===== config.mk =====
export PLATFORM = sky130hd
export DESIGN_NAME = song_sequencer
export DESIGN_NICKNAME = d
export VERILOG_FILES = /design/src/rtl/song_pkg.sv /design/src/rtl/song_sequencer_tone_freq_calc.sv /design/src/rtl/song_sequencer.sv
export SDC_FILE = /design/constraint.sdc
export NUM_CORES = 2
export LEC_CHECK = 0
export ABC_AREA = 1
export BUFFER_PORTS_ARGS = -buffer_cell sky130_fd_sc_hd__buf_2
export CAP_MARGIN = 20
export CORE_MARGIN = 2
export CORE_UTILIZATION = 55
export CTS_BUF_LIST = sky130_fd_sc_hd__clkbuf_4
export CTS_CLUSTER_DIAMETER = 200
export DETAILED_ROUTE_END_ITERATION = 10
export GPL_TIMING_DRIVEN = 0
export PLACE_DENSITY = 0.79
export REMOVE_ABC_BUFFERS = 1
export SLEW_MARGIN = 5
export SYNTH_ARGS = -nofsm -noshare
export SYNTH_HDL_FRONTEND = slang
export SYNTH_SLANG_ARGS = --single-unit

===== constraint.sdc =====
create_clock -name i_clk -period 7.25 [get_ports i_clk]
set_clock_uncertainty 0.05 [all_clocks]
set_input_delay 0 -clock i_clk [delete_from_list [all_inputs] [get_ports i_clk]]
set_output_delay 0 -clock i_clk [all_outputs]
set_load 0.01 [all_outputs]

===== src/rtl/song_pkg.sv =====
// Shared constants and types for the note sequencer.
package song_pkg;

  localparam int          Q_FRAC   = 20;
  localparam logic [3:0]  REST_MIN = 4'd13;
  localparam logic [31:0] SAT_MAX  = 32'h7FFF_FFFF;

  // Just-intonation ratios, Q20, rounded to nearest:
  // 1, 16/15, 9/8, 6/5, 5/4, 4/3, 45/32, 3/2, 8/5, 5/3, 16/9, 15/8, 2
  localparam logic [31:0] RATIO_Q20 [0:12] = '{
    32'd1048576, 32'd1118481, 32'd1179648, 32'd1258291,
    32'd1310720, 32'd1398101, 32'd1474560, 32'd1572864,
    32'd1677722, 32'd1747627, 32'd1864135, 32'd1966080,
    32'd2097152
  };

  typedef enum logic [1:0] {
    S_IDLE    = 2'd0,
    S_COMPUTE = 2'd1,
    S_PLAY    = 2'd2
  } seq_state_t;

endpackage


===== src/rtl/song_sequencer_tone_freq_calc.sv =====
// Combinational tone -> per-voice frequency: ratio lookup, Q12.20 multiply,
// truncate, octave shift per voice and saturation to the signed int range.
module tone_freq_calc
  import song_pkg::*;
#(
  parameter int VOICES = 8
) (
  input  logic [31:0]              i_base_freq,
  input  logic [3:0]               i_tone,
  output logic [VOICES-1:0][31:0]  o_freq
);

  logic [31:0] w_ratio;
  logic [63:0] w_prod;
  logic [45:0] w_note;

  // Rest tones never reach the output registers; feed a zero ratio for them.
  assign w_ratio = (i_tone < REST_MIN) ? RATIO_Q20[i_tone] : 32'd0;
  assign w_prod  = {32'd0, i_base_freq} * {32'd0, w_ratio};
  // Two spare headroom bits above the 44-bit truncated note cover the <<2 voice.
  assign w_note  = 46'(w_prod >> Q_FRAC);

  for (genvar v = 0; v < VOICES; v++) begin : g_voice
    logic [45:0] w_shift;
    assign w_shift   = w_note << (v % 3);
    assign o_freq[v] = (w_shift > {14'd0, SAT_MAX}) ? SAT_MAX : w_shift[31:0];
  end

endmodule


===== src/rtl/song_sequencer.sv =====
// Note sequencer: accepts note events, computes voice frequencies, drives
// cutoff/gate and holds each note for duration x TICKS_PER_UNIT sample ticks.
module song_sequencer
  import song_pkg::*;
#(
  parameter int VOICES         = 8,
  parameter int TICKS_PER_UNIT = 12000
) (
  input  logic                     i_clk,
  input  logic                     i_reset_n,
  input  logic                     i_sample_tick,
  input  logic [31:0]              i_base_freq,
  input  logic                     i_ev_valid,
  output logic                     o_ev_ready,
  input  logic [3:0]               i_ev_tone,
  input  logic [7:0]               i_ev_duration,
  input  logic [2:0]               i_ev_cutoff,
  input  logic                     i_ev_last,
  input  logic                     i_stop,
  output logic [VOICES-1:0][31:0]  o_frequencies,
  output logic [2:0]               o_cutoff,
  output logic                     o_gate,
  output logic                     o_done
);

  localparam logic [21:0] TPU = 22'(TICKS_PER_UNIT);

  seq_state_t              r_state;
  logic [3:0]              r_tone;
  logic [7:0]              r_dur;
  logic [2:0]              r_cut;
  logic                    r_last;
  logic [21:0]             r_cnt;
  logic [VOICES-1:0][31:0] r_freq;
  logic [2:0]              r_cutoff;
  logic                    r_gate;
  logic                    r_done;

  logic [VOICES-1:0][31:0] w_freq;
  logic [21:0]             w_load;

  tone_freq_calc #(.VOICES(VOICES)) u_calc (
    .i_base_freq (i_base_freq),
    .i_tone      (r_tone),
    .o_freq      (w_freq)
  );

  // Max 255 x 12000 fits in 22 bits.
  assign w_load     = 22'(r_dur) * TPU;
  // Stop blocks acceptance so an abort never races a new event.
  assign o_ev_ready = (r_state == S_IDLE) && !i_stop;

  assign o_frequencies = r_freq;
  assign o_cutoff      = r_cutoff;
  assign o_gate        = r_gate;
  assign o_done        = r_done;

  // Sequencer FSM: event latch, note timer and registered synth outputs.
  always_ff @(posedge i_clk or negedge i_reset_n) begin
    if (!i_reset_n) begin
      r_state  <= S_IDLE;
      r_tone   <= '0;
      r_dur    <= '0;
      r_cut    <= '0;
      r_last   <= 1'b0;
      r_cnt    <= '0;
      r_freq   <= '0;
      r_cutoff <= '0;
      r_gate   <= 1'b0;
      r_done   <= 1'b0;
    end else begin
      r_done <= 1'b0;
      if (i_stop) begin
        // Abort: frequencies and cutoff deliberately held.
        r_state <= S_IDLE;
        r_gate  <= 1'b0;
        r_cnt   <= '0;
      end else begin
        unique case (r_state)
          S_IDLE: begin
            if (i_ev_valid) begin
              r_tone  <= i_ev_tone;
              r_dur   <= i_ev_duration;
              r_cut   <= i_ev_cutoff;
              r_last  <= i_ev_last;
              r_state <= S_COMPUTE;
            end
          end
          S_COMPUTE: begin
            if (r_dur == 8'd0) begin
              // Zero-length event is a no-op, including for a last event.
              r_state <= S_IDLE;
            end else begin
              r_cnt    <= w_load;
              r_cutoff <= r_cut;
              if (r_tone < REST_MIN) begin
                r_freq <= w_freq;
                r_gate <= 1'b1;
              end else begin
                r_gate <= 1'b0;
              end
              r_state <= S_PLAY;
            end
          end
          S_PLAY: begin
            if (i_sample_tick) begin
              if (r_cnt == 22'd1) begin
                r_gate  <= 1'b0;
                r_done  <= r_last;
                r_cnt   <= '0;
                r_state <= S_IDLE;
              end else begin
                r_cnt <= r_cnt - 22'd1;
              end
            end
          end
          default: r_state <= S_IDLE;
        endcase
      end
    end
  end

endmodule


==> impl_results.md <==
- Antenna violations before repair: 2
- PortBufs: 314
- Fill count: 4,891
- Synth area leaders: fa_1, ha_1, inv_1
- Fin crit share: 114%
- Final setup viols: 92
- Min Tclk post-route: 8280 ps
- CP max-delay cell: fa_1
- DR pass1 iterations: 8
- Hold Path Stages: 4
- Synth warnings: 0
- Synthesized area per cell: 8.12 um^2
- Area leader, netlist: fa_1
- Slew Limit Fails: 0
- CTS tree: built
- Routed len/inst: 21.7 um
- Crit start category: register
- FF+latch count, synth: 140
- Maximum buffer depth of the clock tree: 2
- First-pass GRT wire length: 170,000 um
- Fin nets: 5,317
- FFs w/ async S/R, synth: 100%
- GP Congestion: 0.969
- Fin. Hold Viols: 0
- # IOs: 315
- DRT antenna net count: 0
- Post-synthesis sequential area ratio: 10.5%
- Routed vias: 28.3k
- EDFF count, synth: 0
- Main flop type after synthesis: dfrtp_1
- Synth Cell Area: 33,300 um^2
- Num rows: 90
- Vias in the first global route: 29.5k
- Synth top area share: 37.0%
- Finished Layout Cells: 5,112
- Cts bufs inserted: 17
- Footprint of the multi-input gates: 25,900 um^2
- Clock Sinks: 140
- Total Routed Length: 111,000 um
- Die W: 250 um
- Largest net degree at the start of global routing: 78
- Initial Util: 55.4%
- R2R depth: 37
- Max Cap Viol: 0
- RSZ-0062 raised after global routing: true
- Cells after Synth: 4,094
- Status: finished, violations left
- Max incr delay on CP: 590 ps
- Htree depth: 4
- Clk root buf: clkbuf_4
- P&R area growth vs syn: 13.7%
- Core footprint: 60,000 um^2
- CP Data Arrival Time: 8730 ps
- Register clock-pin slew on the reported worst setup and hold paths: 150 ps
- Slew HR: 44.2%
- Tot GR Track Use: 35.8%
- DRC violations left: 0
- Dpl cells: 4,937
- CP most frequent cell: fa_1
- Max frequency: 0.121 GHz
- CP Capture Type: register
- Worst Max-Slew Pin Slew: 836 ps
- DR vias/cell: 5.54
- Worst hold path class: in -> reg
- CP max FO: 8
- Placed wire-length estimate: 85,900 um
- Crit path required time: 7690 ps
- Skew-Pair Late Insertion Delay: 610 ps
- Final setup margin: -1030 ps
- Die Ht: 250 um
- GR Overflow Total: 0
- Register area: 3510 um^2
- DR iter-0 viols: 2,531
- Netlist cell types: 48
- Die ar.: 62,400 um^2
- Failing checks: setup timing
- Setup CP Type: reg -> reg
- Proportion of layout cells with a drive suffix above 1: 21.2%
==> final cells by class <==
cell class	count	area share, %
multi-input cells	2653	68.6
clock buffers	17	0.337
flip-flops and latches	140	9.28
diodes	2	0.0132
repair buffers	453	8.26
inverters	1050	10.6
well taps	782	2.59
clock inverters	15	0.354
==> cell families after synthesis <==
kind of cell	Yosys count	share of synthesized area, %
xor gates and xnor gates	47	1.24
adders and majority gates	949	49.6
DFF	140	10.5
AOI/OAI and AO/OA	232	3.98
buffers and inverters	1311	16.8
and+or+nand+nor	1415	17.8
==> per-stage QoR <==
step | setup WS [ps] | hold slack (ps) | setup TNS, ps | utilization (%) | instance area (um^2)
2_1_floorplan | -2050 | -346 | -176780 | - | 31600
3_3_place_gp | -7000 | 144 | -615360 | 56.9 | 34200
3_5_place_dp | -3720 | -35.9 | -328120 | 57.3 | 34400
4_1_cts | -809 | 47.5 | -69570 | 61.8 | 37100
5_1_grt | -1250 | 95.1 | -107490 | 63.0 | 37800
6_report | -1030 | 83.0 | -88990 | 63.0 | 37800
==> routing by layer <==
layer | wire (um) | vias up | track usage [%]
met1 | 39200 | 13800 | 43.9
met4 | 8230 | 0 | 20.7
met3 | 12100 | 450 | 8.97
met5 | 0 | - | 0
met2 | 51100 | 1768 | 57.6
li1 | - | 12300 | -
==> worst max-delay path: cells and delay by family (launching register included) <==
family | cells | cell delay, ps
buf+inv | 13 | 1390
compound gates | 6 | 920
flops | 1 | 540
fa+ha+maj | 9 | 4310
simple gates | 9 | 980
==> worst paths after layout <==
path / endpoint / start / slack (ps)
min reg2reg: o_cutoff[2] / o_cutoff[2] / 460
max in group asynchronous: r_tone[3] / i_reset_n / 6310
max reg2reg: o_frequencies[190] / r_tone[3] / -1030
min in group asynchronous: o_frequencies[255] / i_reset_n / 430
max: o_frequencies[190] / r_tone[3] / -1030
min: r_dur[3] / i_ev_duration[3] / 80
==> flip-flops by register name, summed over array words and instances (netlist names) <==
| register | cells |
|---|---|
| r_cut | 3 |
| r_tone | 4 |
| o_done | 1 |
| o_gate | 1 |
| r_state | 2 |
| o_frequencies | 95 |
| r_last | 1 |
| o_cutoff | 3 |
| r_cnt | 22 |
| r_dur | 8 |
==> layout by cell type, fill, tap and decap left out, drive strengths merged, types with 12 or more instances in the layout <==
master / netlist / routed
fa: 614 / 614
or2: 28 / 28
o21bai: 21 / 21
nor3: 17 / 17
xor2: 42 / 42
nor2: 479 / 480
clkbuf: 75 / 20
clkinv: 8 / 12
ha: 335 / 335
a21oi: 87 / 87
o21ai: 83 / 83
dlygate4sd3: 0 / 24
nand3b: 15 / 15
buf: 186 / 426
dfrtp: 140 / 140
inv: 1042 / 1045
nand3: 87 / 88
nand2: 774 / 782
==> synth_stat cells, types with 6 or more instances <==
cell / number
nand3_1: 53
fa_1: 614
nand2_4: 6
o21ai_0: 82
nor4_1: 7
xor2_1: 42
o21bai_1: 21
clkbuf_1: 75
nand2_2: 17
nand3_2: 32
ha_1: 335
buf_6: 9
a31oi_1: 7
buf_1: 15
a21oi_1: 87
nor3_1: 17
buf_4: 162
or2_2: 28
inv_1: 1037
nand3b_1: 15
nand2_1: 751
clkinv_1: 8
o21a_1: 8
dfrtp_1: 140
nor2_1: 473
==> what timing repair did <==
action                                  4_1_cts  5_1_grt
endpoints found under the hold margin       175        0
hold buffers                                 25        0
endpoints found under the setup margin       92       92
pin swaps                                   147       96
cloned                                       13        2
setup buffers                                83       21
resized for setup                           343      166
Power is left out: the tool's default activity adds up to more than one toggle a clock period on the data nets, which glitch-free logic cannot reach.
